`config.mk`:
```
export PLATFORM = sky130hd
export DESIGN_NAME = alu_32bit
export DESIGN_NICKNAME = d
export VERILOG_FILES = /design/src/rtl/alu_pkg.sv /design/src/rtl/alu_shifter.sv /design/src/rtl/alu_32bit.sv
export SDC_FILE = /design/constraint.sdc
export NUM_CORES = 1
export LEC_CHECK = 0
export CAP_MARGIN = 20
export CORE_MARGIN = 5
export CORE_UTILIZATION = 45
export CTS_BUF_LIST = sky130_fd_sc_hd__clkbuf_4
export DETAILED_ROUTE_END_ITERATION = 6
export PLACE_DENSITY_LB_ADDON = 0.12
export SLEW_MARGIN = 10
export SYNTH_ARGS = -nofsm -noshare
export SYNTH_HDL_FRONTEND = slang
export SYNTH_SLANG_ARGS = --single-unit
```
`constraint.sdc`:
```
create_clock -name clk -period 5.51 [get_ports clk]
set_clock_uncertainty 0.05 [all_clocks]
set_input_delay 0.551 -clock clk [delete_from_list [all_inputs] [get_ports clk]]
set_output_delay 0.551 -clock clk [all_outputs]
set_load 0.005 [all_outputs]
```
`src/rtl/alu_pkg.sv`:
```
// rtl/alu_pkg.sv - shared width constant and opcode encoding for alu_32bit
package alu_pkg;
   localparam int WIDTH = 32;

   typedef enum logic [2:0] {
      ALU_ADD = 3'b000,
      ALU_SUB = 3'b001,
      ALU_AND = 3'b010,
      ALU_OR  = 3'b011,
      ALU_XOR = 3'b100,
      ALU_SLL = 3'b101,
      ALU_SRL = 3'b110,
      ALU_SLT = 3'b111
   } alu_op_t;
endpackage

```
`src/rtl/alu_shifter.sv`:
```
// rtl/alu_shifter.sv - logarithmic barrel shifter, logical left/right with zero fill
module alu_shifter #(
   parameter int WIDTH = 32,
   parameter int SHAMT_W = $clog2(WIDTH)
) (
   input  logic [WIDTH-1:0]   data,
   input  logic [SHAMT_W-1:0] amount,
   input  logic               right,
   output logic [WIDTH-1:0]   shifted
);

   logic [WIDTH-1:0] stage;

   // one stage per amount bit, each shifting by a power of two
   always_comb begin
      stage = data;
      for (int i = 0; i < SHAMT_W; i++) begin
         if (amount[i]) begin
            stage = right ? (stage >> (1 << i)) : (stage << (1 << i));
         end
      end
      shifted = stage;
   end
endmodule

```
`src/rtl/alu_32bit.sv`:
```
// rtl/alu_32bit.sv - 8-op integer ALU, combinational result plus registered copy
// Status flags are built and registered only when ALU_FLAGS_EN is defined; otherwise tied to 0.
module alu_32bit
   import alu_pkg::*;
#(
   parameter int WIDTH = alu_pkg::WIDTH
) (
   input  logic             clk,
   input  logic             reset,
   input  logic [WIDTH-1:0] operandA,
   input  logic [WIDTH-1:0] operandB,
   input  logic [2:0]       ALUControl,
   input  logic             en,
   output logic [WIDTH-1:0] result,
   output logic [WIDTH-1:0] result_q,
   output logic             zero_q,
   output logic             neg_q,
   output logic             carry_q,
   output logic             ovf_q
);

   localparam int SHAMT_W = $clog2(WIDTH);

   alu_op_t          op;
   logic             is_sub;
   logic [WIDTH-1:0] b_eff;
   logic [WIDTH-1:0] sum;
   logic [WIDTH-1:0] shifted;
   logic             slt;

   assign op     = alu_op_t'(ALUControl);
   assign is_sub = (op == ALU_SUB);
   assign b_eff  = is_sub ? ~operandB : operandB;

`ifdef ALU_FLAGS_EN
   logic carry;
   logic ovf;
   logic is_arith;

   // subtraction is A + ~B + 1, so carry-out doubles as "no borrow"
   assign {carry, sum} = {1'b0, operandA} + {1'b0, b_eff} + {{WIDTH{1'b0}}, is_sub};
   assign ovf = (operandA[WIDTH-1] == b_eff[WIDTH-1]) && (sum[WIDTH-1] != operandA[WIDTH-1]);
   assign is_arith = (op == ALU_ADD) || (op == ALU_SUB);
`else
   assign sum = operandA + b_eff + {{(WIDTH-1){1'b0}}, is_sub};
`endif

   assign slt = $signed(operandA) < $signed(operandB);

   alu_shifter #(.WIDTH(WIDTH), .SHAMT_W(SHAMT_W)) u_shifter (
      .data    (operandA),
      .amount  (operandB[SHAMT_W-1:0]),
      .right   (op == ALU_SRL),
      .shifted (shifted)
   );

   always_comb begin
      result = '0;
      unique case (op)
         ALU_ADD, ALU_SUB: result = sum;
         ALU_AND:          result = operandA & operandB;
         ALU_OR:           result = operandA | operandB;
         ALU_XOR:          result = operandA ^ operandB;
         ALU_SLL, ALU_SRL: result = shifted;
         ALU_SLT:          result = {{(WIDTH-1){1'b0}}, slt};
         default:          result = '0;
      endcase
   end

   always_ff @(posedge clk or posedge reset) begin
      if (reset) begin
         result_q <= '0;
      end else if (en) begin
         result_q <= result;
      end
   end

`ifdef ALU_FLAGS_EN
   always_ff @(posedge clk or posedge reset) begin
      if (reset) begin
         zero_q  <= 1'b0;
         neg_q   <= 1'b0;
         carry_q <= 1'b0;
         ovf_q   <= 1'b0;
      end else if (en) begin
         zero_q  <= (result == '0);
         neg_q   <= result[WIDTH-1];
         carry_q <= is_arith & carry;
         ovf_q   <= is_arith & ovf;
      end
   end
`else
   assign zero_q  = 1'b0;
   assign neg_q   = 1'b0;
   assign carry_q = 1'b0;
   assign ovf_q   = 1'b0;
`endif
endmodule

```
==> results of run 1 <==
==> routing by layer <==
metal / GRT usage / share of wire
met5: 0 / 0.00056
met4: 0.132 / 0.047
met3: 0.0858 / 0.10
met2: 0.585 / 0.45
met1: 0.491 / 0.40
==> per-stage QoR <==
stage	area, µm²	std cells	worst slack [ns]	util
finish	12000	1793	0.336	0.545
global route	12000	1792	0.221	0.545
CTS	12000	1792	0.378	0.545
detailed placement	11900	1784	0.407	0.541
global placement	11900	1784	0.441	0.541
floorplan	10100	1399	0.666	-
==> logic make-up after synthesis <==
group           Yosys count  share of synthesized area
simple gates            424                      0.213
xor+xnor                 51                     0.0441
mux                      64                     0.0799
fa+ha+maj               127                      0.158
flops                    32                     0.0791
other cells               1                   0.000371
buf+inv                 200                     0.0858
compound gates          497                      0.340
==> report_power, final <==
part	leakage, nW	total (mW)	switching, mW	internal [mW]
clock	0.0412	0.190	0.0951	0.0946
combinational	4.71	1.38	0.797	0.588
sequential	0.383	0.302	0.0222	0.279
==> final timing paths <==
check	from	cells after the start	to	slack, ns
setup / recovery	ALUControl[2]	14	result[19]	0.34
hold / removal	result_q[17]$_DFFE_PP0P_	1	result_q[17]$_DFFE_PP0P_	0.46
setup reg to reg	result_q[20]$_DFFE_PP0P_	2	result_q[20]$_DFFE_PP0P_	4.57
hold reg to reg	result_q[17]$_DFFE_PP0P_	1	result_q[17]$_DFFE_PP0P_	0.46
max in group asynchronous	reset	3	result_q[31]$_DFFE_PP0P_	4.56
min in group asynchronous	reset	3	result_q[14]$_DFFE_PP0P_	0.52
==> cell usage after synthesis, types with 10 or more instances <==
cell,n,area (µm²)
ha_1,126,1580
a21oi_1,122,611
nor2_1,116,435
nand2_1,104,390
inv_1,89,334
o21ai_0,73,365
clkbuf_1,49,184
xnor2_1,45,394
nor3_1,35,175
nand3_1,33,165
dfrtp_1,32,801
a211oi_1,29,218
buf_2,29,145
mux2i_1,29,290
mux2_2,24,270
o22ai_1,24,150
a31oi_1,22,138
o211ai_1,17,128
o21a_1,17,128
buf_1,16,60.1
nand4_1,16,100
a21boi_0,15,113
a22oi_1,14,105
and3_1,14,87.6
or3_1,14,87.6
a21o_1,12,90.1
and4b_1,11,110
buf_4,11,82.6
mux4_2,11,248
nand2b_1,11,68.8
nor4_1,11,68.8
a211o_1,10,87.6
o21bai_1,10,75.1
o311ai_0,10,87.6
or2_2,10,62.6
==> worst reg2reg max path, delay by kind of cell, from the launching register on <==
kind | cells | cell delay [ns]
AOI/OAI and AO/OA | 1 | 0.12
and+or+nand+nor | 1 | 0.27
DFF | 1 | 0.40
==> cell usage in the layout, fill, tap and decap left out, types with 11 or more instances in the layout <==
cell,synthesis,layout
a211oi_1,29,29
a21boi_0,15,15
a21o_1,12,12
a21oi_1,122,122
a22oi_1,14,14
a31oi_1,22,22
and3_1,14,14
and4b_1,11,11
buf_4,11,79
clkdlybuf4s50_1,0,127
dfrtp_1,32,32
ha_1,126,126
inv_1,89,89
mux2_2,24,24
mux2i_1,29,29
mux4_2,11,11
nand2_1,104,104
nand2b_1,11,11
nand3_1,33,33
nand4_1,16,16
nor2_1,116,114
nor3_1,35,35
nor4_1,11,11
o211ai_1,17,17
o21a_1,17,17
o21ai_0,73,73
o22ai_1,24,24
or3_1,14,14
xnor2_1,45,45
==> final cells by class <==
cell class                      count  area, µm²
Tap cell                          280        350
Antenna cell                        1       2.50
Fill cell                        2243       9990
Multi-Input combinational cell   1167       8480
Sequential cell                    32        801
Timing Repair Buffer              213       1910
Inverter                           92        345
Clock buffer                        5       37.5
Clock inverter                      3       42.5
==> impl_metrics.tcl, run 1 <==
set metrics [dict create \
    arrival_ns 4.57 \
    worst_ir_drop_vdd_uv 132 \
    postRouteAntennaNets 0 \
    num_vias 12300 \
    whs_ns 0.456 \
    clock-sinks 32 \
    worst_slew_pin_slew_ns 0.996 \
    crit_family "simple AND/OR/NAND/NOR gates" \
    path_class "input port to primary output" \
    grt_overflow 0 \
    clk-insertion-delay-late_ns 0.34 \
    cts_resized 0 \
    slew_headroom 0.328 \
    hold_path_class "flip-flop to flip-flop" \
    rows 54 \
    dp.final_hpwl_um 38900 \
    outcome "finished clean" \
    grt_pass1_wl_um 74100 \
    largest_register_ff_count 32 \
    endpoint_kind "primary output" \
    ys.flop_type "dfrtp_1" \
    grt_max_degree 71 \
    first_pass_iters 5 \
    gp_congestion 1.04 \
    netlist_instances 1396 \
    critPathRequiredTime_ns 4.91 \
    cp_max_fo 13 \
    avgSynthCellArea_um2 7.25 \
    io_buffers 133 \
    p_leak_nw 5.13 \
    htreeDepth 2 \
    ys_types 94 \
    antenna_found_initial 3 \
    die-area_mm2 0.0256 \
    cts_buffers 5 \
    cts_buffer_depth 2 \
    maxSlewViolCount 0 \
    maxCapViolations 0 \
    route.detailed.drc 0 \
    netlist_area_mm2 0.0101 \
    grt_setup_unrepaired "false" \
    synth_seq_cells 32 \
    root_buffer "clkbuf_4" \
    first_global_vias 11500 \
    critical_path.max_stage_delay_ns 0.62 \
    critical_path_buf_inv_count 4 \
    period_share 0.939 \
    largest-register "result_q" \
    drive_gt1_frac 0.110 \
    drt_iter0_drc 1700 \
    cts_hold_buf 0 \
    nets 1708 \
    area_growth_pct 18.3 \
    post-cts-setup-buffer-count 0 \
    min_period_ns 5.17 \
    cts_tree "done" \
    grt_usage 0.369 \
    fp.dieH_um 160 \
    hold_viol_final 0 \
    yosysWarnings 0 \
    coreArea_mm2 0.0220 \
    vias_per_cell 6.86 \
    die_x_um 160 \
    io_pins 138 \
    p_total_mw 1.88 \
    p_per_area_mw_per_mm2 157 \
    crit_path_start_kind "input port" \
    wl_um 49600 \
    synth_edf_count 0 \
    start_util 0.461 \
    max_freq_mhz 193 \
    cts.clk_slew.worst_paths_ns 0.13 \
    yosysSeqAreaShare 0.0791 \
    worstPathCellList "buf_2, or2_2, nor2_4, buf_4, xnor2_1, ha_1, nand2_1, nor4_2, o21ai_1, a22oi_2, xnor2_1, a211oi_1, buf_4, clkdlybuf4s50_1" \
    setup_viol 0 \
    synthArstFlopShare 1.00 \
    slowest_stage "nor4_2" \
    fin_tns_setup_ns 0 \
    wl_per_cell_um 27.7 \
    top_regs "result_q (32)" \
]
Note: power is estimated with default switching activity, not from simulation.
==> inputs of run 2 (changes only) <==
CORE_MARGIN = 4   (was 5)
==> run 2 against run 1 <==
Net effect: sequential share of layout area about the same; combinational power about the same; cell count unchanged; setup slack got worse by 0.027 ns; the flow now finishes with violations (DRC); power decreased by 3.5%; sequential power about the same; critical path depth increased by 1; wire length decreased by 0.95%; clock power decreased by 33%; cell area increased by 0.13%; core utilization increased by 0.068 points; largest cell class unchanged.
==> impl_metrics.tcl, run 2 (same netlist as run 1, synthesis figures left out) <==
set metrics [dict create \
    drt_iter0_drc 1648 \
    cts_buffers 5 \
    max_freq_mhz 192 \
    dp.final_hpwl_um 38500 \
    gp_congestion 1.03 \
    maxUsedRoutingLayer "met5" \
    htreeDepth 2 \
    die-area_mm2 0.0250 \
    hold_path_class "flip-flop to flip-flop" \
    cp_max_fo 15 \
    worstPathCellList "buf_2, or2_2, nor2_4, buf_4, xnor2_1, ha_1, a21o_1, nand3_1, a311oi_1, o21ai_1, a221o_1, nand2_1, mux2i_1, o21ai_0, clkdlybuf4s50_1" \
    outcome "finished, violations left" \
    drive_gt1_frac 0.110 \
    path_class "input port to primary output" \
    top_regs "result_q (32)" \
    dp_slack_ns 0.408 \
    vias_per_cell 6.79 \
    io_buffers 133 \
    fin_tns_setup_ns 0 \
    worst_ir_drop_vdd_uv 137 \
    maxCapViolations 0 \
    nets 1710 \
    hold_viol_final 0 \
    wl_per_cell_um 27.4 \
    rows 54 \
    io_pins 138 \
    maxSlewViolCount 0 \
    first_pass_iters 7 \
    post-cts-setup-buffer-count 0 \
    area_growth_pct 18.4 \
    cts_buffer_depth 2 \
    wl_met3_um 5000 \
    largest_register_ff_count 32 \
    multi_input_area_mm2 0.00848 \
    grt_pass1_wl_um 73100 \
    critPathRequiredTime_ns 4.91 \
    nFillCells 2233 \
    grt_overflow 0 \
    arrival_ns 4.60 \
    violations "DRC" \
    critical_path_buf_inv_count 3 \
    clk-insertion-delay-late_ns 0.34 \
    num_vias 12200 \
    grt_setup_unrepaired "false" \
    crit_family "compound AO/OA/AOI/OAI gates" \
    cts_resized 0 \
    m1WireLength_um 20000 \
    worst_slew_pin_slew_ns 1.05 \
    start_util 0.461 \
    p_total_mw 1.81 \
    layout_commonest_cell "clkdlybuf4s50_1" \
    worst_slack_ns 0.309 \
    crit_path_start_kind "input port" \
    first_global_vias 11700 \
    p_per_area_mw_per_mm2 151 \
    met2_length_um 22100 \
    slowest_stage "a311oi_1" \
    postRouteAntennaNets 0 \
    wl_um 49200 \
    critical_path.max_stage_delay_ns 0.78 \
    antenna_found_initial 1 \
    root_buffer "clkbuf_4" \
    cts_tree "done" \
    slew_headroom 0.296 \
    ff_latch_area_um2 801 \
    antennaDiodeCount 0 \
    clock-sinks 32 \
    fp.dieH_um 158 \
    min_period_ns 5.20 \
    period_share 0.944 \
    largest-register "result_q" \
    coreArea_mm2 0.0220 \
    endpoint_kind "primary output" \
    die_x_um 158 \
    cts.clk_slew.worst_paths_ns 0.09 \
    route.detailed.drc 2 \
    grt_max_degree 75 \
    mostFrequentLayoutCells "clkdlybuf4s50_1, ha_1, a21oi_1" \
    cts_hold_buf 0 \
    setup_viol 0 \
    grt_usage 0.383 \
    p_leak_nw 5.14 \
]
==> run 2: routing by layer <==
layer / GRT usage / vias up
met5: 0 / -
met4: 0.128 / 2
met3: 0.0752 / 134
met2: 0.618 / 724
met1: 0.512 / 5808
li1: - / 5505
==> run 2: area by class of cell <==
type | count | area share
clock buffer | 5 | 0.00313
clock inverter | 2 | 0.000626
inverter | 92 | 0.0288
multi-input combinational | 1167 | 0.707
sequential | 32 | 0.0668
tap | 280 | 0.0292
timing repair buffer | 215 | 0.164
==> run 2: power breakdown <==
part           internal [mW]  switching, mW  leakage, nW
registers              0.279         0.0213        0.383
logic                  0.591          0.792         4.73
clock network         0.0445         0.0826       0.0261
==> run 2: final timing paths <==
check                                         start                  endpoint  slack, ns  cells after the start
max reg2reg                result_q[20]$_DFFE_PP0P_  result_q[20]$_DFFE_PP0P_       4.58                      2
min                        result_q[18]$_DFFE_PP0P_  result_q[18]$_DFFE_PP0P_       0.45                      2
max in group asynchronous                     reset  result_q[26]$_DFFE_PP0P_       4.55                      3
max                                   ALUControl[2]                result[31]       0.31                     15
min reg2reg                result_q[18]$_DFFE_PP0P_  result_q[18]$_DFFE_PP0P_       0.45                      2
min in group asynchronous                     reset   result_q[5]$_DFFE_PP0P_       0.55                      3
==> run 2: worst min-delay path, delay by kind of cell (launching register included) <==
family | cells | cell delay (ns)
AND/OR/NAND/NOR | 1 | 0.05
flip-flops | 1 | 0.36
AO/OA/AOI/OAI | 1 | 0.06
==> run 2: metrics by stage <==
step / util / area [µm²] / cells / hold WS (ns)
after floorplan: - / 10100 / 1399 / 0.425
after global placement: 0.544 / 11900 / 1786 / 0.428
after detailed placement: 0.544 / 11900 / 1786 / 0.426
after CTS: 0.546 / 12000 / 1793 / 0.454
after global routing: 0.546 / 12000 / 1793 / 0.479
final: 0.546 / 12000 / 1793 / 0.446
==> inputs of run 3 (changes only) <==
CORE_UTILIZATION = 36   (was 45)
==> run 3 against run 2 <==
Net effect: the run now ends clean; power is 4.9% higher; via count rose by 0.35%; clock power grew 44%; core utilization shrank 10 points; critical endpoint is now result[19]; largest power group unchanged.
==> impl_metrics.tcl, run 3 (same netlist as run 1, synthesis figures left out) <==
set metrics [dict create \
    area_growth_pct 21.3 \
    cts_buffers 5 \
    cp_max_fo 26 \
    first_pass_iters 6 \
    internal_power_mw 0.974 \
    io_pins 138 \
    p_per_area_mw_per_mm2 155 \
    grtUsageMet3 0.0618 \
    cts_buffer_depth 2 \
    maxCapViolations 0 \
    largest-register "result_q" \
    grt_pass1_wl_um 77800 \
    crit_path_start_kind "input port" \
    post-route-cell-area_mm2 0.0123 \
    use_met2 0.530 \
    globalRouteMet1Util 0.450 \
    busiest_layer "met2" \
    grt_max_degree 75 \
    critPathRequiredTime_ns 4.91 \
    mostFrequentLayoutCells "clkdlybuf4s50_1, ha_1, a21oi_1" \
    io_buffers 133 \
    reg2reg_setup_slack_ns 4.56 \
    coreArea_mm2 0.0278 \
    cts_hold_buf 0 \
    gp_congestion 1.02 \
    endpoint_kind "primary output" \
    antenna_found_initial 0 \
    p_sw_frac 0.487 \
    drt_iter0_drc 1409 \
    post-cts-setup-buffer-count 0 \
    worst_slew_pin_slew_ns 0.815 \
    cts_resized 0 \
    root_buffer "clkbuf_4" \
    power_switching_mw 0.926 \
    route.detailed.drc 0 \
    largest_register_ff_count 32 \
    hold_viol_final 0 \
    path_class "input port to primary output" \
    whs_ns 0.460 \
    die_x_um 176 \
    nFillCells 2981 \
    dp.final_hpwl_um 42200 \
    slew_headroom 0.457 \
    setup_viol 0 \
    fp.dieH_um 176 \
    grt_setup_unrepaired "false" \
    htreeDepth 2 \
    drive_gt1_frac 0.122 \
    dpl-instance-area_mm2 0.0122 \
    period_share 0.933 \
    max_freq_mhz 194 \
    postRouteAntennaNets 0 \
    p_leak_nw 5.25 \
    cts.clk_slew.worst_paths_ns 0.12 \
    clk-insertion-delay-late_ns 0.35 \
    grt_usage 0.332 \
    layout_commonest_cell "clkdlybuf4s50_1" \
    power.share.clock 0.096 \
    clock-sinks 32 \
    worst_ir_drop_vdd_uv 97.7 \
    nets 1730 \
    top_regs "result_q (32)" \
    outcome "finished clean" \
    first_global_vias 11600 \
    combPwrFrac 0.744 \
    arrival_ns 4.54 \
    start_util 0.364 \
    rows 61 \
    p_seq_frac 0.159 \
    wl_per_cell_um 28.0 \
    num_vias 12200 \
    maxSlewViolCount 0 \
    antennaDiodeCount 0 \
    cts_tree "done" \
    fin_tns_setup_ns 0 \
    min_period_ns 5.14 \
    hold_path_class "flip-flop to flip-flop" \
    vias_per_cell 6.39 \
    wl_um 53500 \
    die-area_mm2 0.0309 \
    grt_overflow 0 \
]
[run 3: through the flow]
stage / instances / setup WS [ns] / total power [mW] / utilization
2_1_floorplan: 1399 / 0.666 / 1.05 / -
3_3_place_gp: 1904 / 0.402 / 1.69 / 0.439
3_5_place_dp: 1904 / 0.382 / 1.69 / 0.439
4_1_cts: 1912 / 0.371 / 1.88 / 0.442
5_1_grt: 1912 / 0.153 / 2.02 / 0.442
6_report: 1912 / 0.368 / 1.90 / 0.442
[run 3: worst max-delay path: stages]
cell and delay [ns]:
buf_2 0.17, or2_2 0.35, nor2_4 0.27, buf_12 0.25, xnor2_1 0.09, ha_1 0.39, nand2_1 0.09, nor4_2 0.62
o21ai_1 0.28, a22oi_2 0.23, xnor2_1 0.11, a211oi_1 0.49, clkdlybuf4s50_1 0.62
[run 3: final timing paths]
| path | end | start | cells past startpoint |
|---|---|---|---|
| max | result[19] | ALUControl[2] | 13 |
| min | result_q[17]$_DFFE_PP0P_ | result_q[17]$_DFFE_PP0P_ | 1 |
| max reg2reg | result_q[20]$_DFFE_PP0P_ | result_q[20]$_DFFE_PP0P_ | 2 |
| min reg2reg | result_q[17]$_DFFE_PP0P_ | result_q[17]$_DFFE_PP0P_ | 1 |
| max in group asynchronous | result_q[25]$_DFFE_PP0P_ | reset | 3 |
| min in group asynchronous | result_q[12]$_DFFE_PP0P_ | reset | 3 |
[run 3: power by group through the flow]
stage / combinational (mW) / clock [mW] / sequential [mW]
after floorplan: 0.744 / 0 / 0.310
after global placement: 1.39 / 0 / 0.306
after detailed placement: 1.38 / 0 / 0.308
after CTS: 1.39 / 0.187 / 0.303
after global routing: 1.51 / 0.196 / 0.309
final: 1.41 / 0.183 / 0.303
[run 3: area by class of cell]
type	instances	area, µm²	share of cell area
multi-input cells	1167	8480	0.691
clock inverters	3	37.5	0.00306
repair buffers	235	2100	0.171
well taps	378	473	0.0385
flip-flops and latches	32	801	0.0652
clock buffers	5	37.5	0.00306
inverters	92	345	0.0281
[run 3: per-layer routing]
metal / up-vias / wire length, µm
met1: 5941 / 22800
met5: - / 0
met2: 621 / 24000
li1: 5535 / -
met3: 119 / 4340
met4: 0 / 2330
==> patch 1 (settings of run 1) <==
Add a define of `ALU_FLAGS_EN`.
--- a/src/rtl/alu_32bit.sv
+++ b/src/rtl/alu_32bit.sv
@@ -2,2 +2,4 @@
 // Status flags are built and registered only when ALU_FLAGS_EN is defined; otherwise tied to 0.
+`define ALU_FLAGS_EN
+
 module alu_32bit
Formal check against the unedited RTL: not equivalent (Yosys sat finds a counterexample within 4 cycles, from zero or initial values and one cycle with reset high).
==> patch 1 against run 1 <==
Setup slack worse by 0.16 ns; cell area rose by 11%; final cell count up 11%; highest routed layer unchanged; sequential cell count grew 3; power is 10% higher; sequential power up 9.3%; wire length is 16% higher; die area increased by 9.1%; area after synthesis increased by 9.7%; critical endpoint is now result[27].
==> patch 1: results (changes against run 1) <==
Global-route wire length before repair: 86220 um (+16%). The worst max-slew margin expressed relative to the limit was 0.2068 (-0.1208); the proportion of layout cells with a drive suffix above 1 was 0.1297 (+0.01922). The capture point of the critical path was result[27]. The initial antenna violation count was 1 (-2). Highest ir drop seen on vdd: 0.0001780 V (+35%). The layout overhead on the synthesized area was 19.93%. The flow ran to the end, and the final reports show no timing, DRC or antenna violations.

The cell with the largest stage delay on the worst path is sky130_fd_sc_hd__a21oi_1. Sequential cell area fraction in the yosys report: 0.07890 (-0.0002297). The layout net count was 1856 (+8.7%); the total of buffers placed on input and output ports was 137 (+3.0%). The logs give 4.73 ns (+0.16 ns) for the data arrival at the endpoint of the critical path and 120 (+69%) for the largest net degree at the start of global routing. After synthesis, the cell types taking the most area are sky130_fd_sc_hd__ha_1, sky130_fd_sc_hd__dfrtp_1, sky130_fd_sc_hd__a21oi_1. The time the final worst path needs with I/O delays and setup works out to 5.334 ns (+0.1597 ns). The total length of routed met2 wires was 23690 um (+7.1%); the sum of routed wire length over all layers was 57590 um (+16%). The setup slack of the worst register-to-register path is 4.68 ns (+0.11 ns). The average wire per standard cell was 29.03 um (+4.9%).

The tools report the via count as 13797 (+12%). The all-layer global routing usage was 0.3950 (+0.02602); the number of cells traversed by the worst register-to-register path was 1 (-1). The tools report the post-place setup slack as 0.1716 ns (-0.2358 ns). The count of cell types in the netlist is 95 (+1.1%). The leakage component of the power came out at 5.630 nW (+9.7%). The peak per-stage delay on the critical path is 0.70 ns (+0.08 ns). The cell total after placement was 1975 (+11%). Cell class contributing the biggest share of worst-path delay: compound AO/OA/AOI/OAI gates. Violation count after the first detailed-route iteration: 2144 (+26%). Ranked by instance count, the synthesized netlist is headed by sky130_fd_sc_hd__ha_1, sky130_fd_sc_hd__nor2_1, sky130_fd_sc_hd__nand2_1. The logs give 6645 um (+28%) for the routed length on met3 and 44420 um (+14%) for the post-detailed-placement half-perimeter wirelength. The tools report the met1 layer wirelength in the final routing as 23080 um (+16%).
[patch 1: final cells by class]
class / count / area, sq um
antenna: 2 / 5.005
clock buffer: 5 / 37.54
clock inverter: 2 / 8.758
fill: 2380 / 11010
inverter: 89 / 334.1
multi-input combinational: 1268 / 9326
sequential: 35 / 875.8
tap: 324 / 405.4
timing repair buffer: 259 / 2320
[patch 1: worst min path at each step]
stage	depth (start not counted)	endpoint	slack (ns)	from
after CTS	1	result_q[6]	0.47	result_q[6]
final	1	result_q[12]	0.47	result_q[12]
after global routing	1	result_q[4]	0.49	result_q[4]
after detailed placement	1	result_q[6]	0.44	result_q[6]
after floorplan	1	ovf_q	0.46	ovf_q
after global placement	1	result_q[12]	0.44	result_q[12]
[patch 1: layer usage]
layer	vias to the layer above	track usage
met2	990	0.5685
met1	6514	0.5295
met3	242	0.1059
li1	6049	-
met5	-	0
met4	2	0.2273
[patch 1: logic make-up (layout without fill, tap and decap cells)]
group | after synthesis | count (layout) | synth area share
adders and majority gates | 128 | 128 | 0.1450
and+or+nand+nor | 493 | 493 | 0.2333
other | 0 | 2 | 0
muxes | 86 | 86 | 0.09310
AOI/OAI and AO/OA | 516 | 516 | 0.3314
buffers and inverters | 213 | 355 | 0.08284
xor gates and xnor gates | 45 | 45 | 0.03551
DFF | 35 | 35 | 0.07890
[patch 1: through the flow]
stage | power [mW] | instance area [sq um] | hold WS, ns
after floorplan | 1.162 | 11100 | 0.4555
after global placement | 1.862 | 13250 | 0.4378
after detailed placement | 1.869 | 13250 | 0.4447
after CTS | 2.019 | 13300 | 0.4717
after global routing | 2.188 | 13310 | 0.4890
final | 2.066 | 13310 | 0.4714
[patch 1: power by group through the flow]
stage	logic (mW)	registers (mW)	clock network, mW
5_1_grt	1.68	0.338	0.171
6_report	1.59	0.330	0.145
4_1_cts	1.54	0.330	0.148
3_5_place_dp	1.53	0.335	0
3_3_place_gp	1.53	0.332	0
2_1_floorplan	0.823	0.339	0
==> patch 2 (settings of run 1) <==
Made on the original files. Register the output `result_q` once more, with the module's reset; this adds one clock of latency there. The other outputs are not delayed to match.
--- a/src/rtl/alu_32bit.sv
+++ b/src/rtl/alu_32bit.sv
@@ -22,2 +22,4 @@
    localparam int SHAMT_W = $clog2(WIDTH);
+
+   logic [WIDTH-1:0] result_q_s0;
 
@@ -71,5 +73,5 @@
       if (reset) begin
-         result_q <= '0;
+         result_q_s0 <= '0;
       end else if (en) begin
-         result_q <= result;
+         result_q_s0 <= result;
       end
@@ -97,2 +99,10 @@
 `endif
+   always_ff @(posedge clk or posedge reset) begin
+      if (reset) begin
+         result_q <= '0;
+      end else begin
+         result_q <= result_q_s0;
+      end
+   end
+
 endmodule
Function: changed (a bounded check fails within 4 cycles, from zero or initial values and one cycle with reset high).
==> patch 2 against run 1 <==
Critical path depth shrank 2; wire length grew 6.0%; power grew 26%; critical endpoint is now result[11]; synthesized cell count grew 2.9%; clock power grew 76%; cell area grew 9.8%; die area grew 9.7%; sequential cell count grew 32; first-iteration DRC count grew 1.1%; area after synthesis grew 10%; setup slack lost 0.0013 ns.
==> patch 2: results (changes against run 1) <==
Post-detailed-placement half-perimeter wirelength: 41170 um (+5.8%). The placed instance area is 12980 sq um (+9.2%), and the number of cells traversed by the worst register-to-register path is 1 (-1). The run gives 1747 (+2.3%) as the layout net count. The global-route wire length before repair is 77670 um (+4.8%), and the initial antenna violation count is 1 (-2). Ranked by total cell area, the synthesized netlist is headed by sky130_fd_sc_hd__dfrtp_1, sky130_fd_sc_hd__ha_1, sky130_fd_sc_hd__a21oi_1. The tools report the final-layout fill cell count as 2406 (+7.3%).

The leakage component of the power was 5.526 nW (+7.6%); the buffering overhead was 0.1516 (-0.008318). The logs give 1.089 (+5.0%) for the global placement routability congestion and 1436 (+2.9%) for the number of cells produced by synthesis. The largest registers in the layout are result_q: 32 flops, result_q_s0: 32 flops. The via count is 12821 (+4.3%). The logs give 3 (+1) for the H-tree depth reported by CTS and 1863 (+4.4%) for the cell total after placement.

The startpoint of the worst register-to-register path was result_q_s0[27]. Number of non-clock buffers in the layout: 220 (+3.3%). The run gives 1602 sq um (+100%) as the combined flip-flop and latch cell area.

The tree is rooted in a sky130_fd_sc_hd__clkbuf_4. The TritonCTS buffer count is 9 (+4), and the number of global-route vias before repair is 12011 (+4.9%). The sequential cell area fraction in the yosys report came out at 0.1434 (+0.06426).

All-layer global routing usage: 0.3575 (-0.01148). The tools report the setup slack of the worst register-to-register path as 4.58 ns (about the same). The proportion of layout cells with a drive suffix above 1 is 0.1228 (+0.01238), and the instance count along the most critical hold path is 0 (-1). The clock-cell share of area was 0.01133 (+0.004642); the worst max-slew margin expressed relative to the limit was 0.2300 (-0.09764).

For the final sequential cell count, the log shows 64 (+100%). The worst hold path terminates at result_q[24]. Among cell families on the critical path, the largest total delay comes from buffers and inverters. The count of cell types in the netlist is 99 (+5.3%), and the setup fix buffers added after clock tree synthesis is 0 (unchanged). The sequential fraction of total cell area came out at 0.1219 (+0.05499).

The largest net degree at the start of global routing is 65 (-8.5%). The number of antenna cells inserted was 5 (+4). In the synthesized netlist, the cells that appear most often are sky130_fd_sc_hd__ha_1, sky130_fd_sc_hd__nand2_1, sky130_fd_sc_hd__a21oi_1. Total area of multi-input combinational cells: 8638 sq um (+1.9%).

Worst flop-to-flop path endpoint: result_q_s0[27]. The run finished with clean final reports. For the clock insertion delay at the later pin of the skew report, the log shows 0.42 ns (+0.08 ns). The run gives 0.3319 ns (-0.1245 ns) as the worst hold slack. For the highest ir drop seen on vdd, the log shows 0.0001775 V (+34%). Number of non-clock inverters: 91 (-1.1%). The violation count after the first detailed-route iteration was 1719 (+1.1%).

The peak per-stage delay on the critical path is 0.57 ns (-0.05 ns). The run gives 52610 um (+6.0%) as the sum of routed wire length over all layers. Post-place setup slack: 0.3747 ns (-0.03273 ns). The biggest fanout along the worst timing path is 16 (+3). The startpoint of the tightest hold check path was result_q_s0[24].
==> patch 2: changes by cell type after synthesis, moves of 9 or more <==
cell                        change
sky130_fd_sc_hd__nor2_1        -37
sky130_fd_sc_hd__dfrtp_1       +32
sky130_fd_sc_hd__a21oi_1       -28
sky130_fd_sc_hd__a22oi_1       +26
sky130_fd_sc_hd__nor3_1        +19
sky130_fd_sc_hd__a2bb2oi_1     +15
sky130_fd_sc_hd__buf_1         -12
sky130_fd_sc_hd__a21boi_0      -11
sky130_fd_sc_hd__buf_4         +11
sky130_fd_sc_hd__nand2_1       +11
sky130_fd_sc_hd__o32ai_1        +9
==> patch 2: power by group <==
| part | switching [mW] | internal (mW) | total, mW |
|---|---|---|---|
| sequential | 0.0362 | 0.560 | 0.597 |
| combinational | 0.827 | 0.610 | 1.44 |
| clock | 0.192 | 0.143 | 0.334 |
| total | 1.05 | 1.31 | 2.37 |
==> patch 2: metal layers <==
layer	track usage	vias up	part of all wire
li1	-	5668	-
met1	0.4847	6191	0.41
met2	0.5731	827	0.45
met3	0.06365	135	0.095
met4	0.1270	0	0.046
met5	0	-	0
==> patch 2: worst max-delay path by stage <==
stage	cells past startpoint	slack [ns]	endpoint
floorplan	18	0.80	result[29]
global placement	15	0.42	result[22]
detailed placement	15	0.37	result[22]
CTS	15	0.37	result[22]
global route	15	0.001	result[29]
finish	12	0.33	result[11]
==> patch 2: cell families after synthesis <==
| kind of cell | count (synthesis) | synth area share |
|---|---|---|
| other cells | 1 | 0.0003357 |
| xor+xnor | 53 | 0.04156 |
| simple gates | 411 | 0.1902 |
| mux | 63 | 0.07147 |
| fa+ha+maj | 127 | 0.1429 |
| flops | 64 | 0.1434 |
| compound gates | 506 | 0.3249 |
| buf+inv | 211 | 0.08525 |
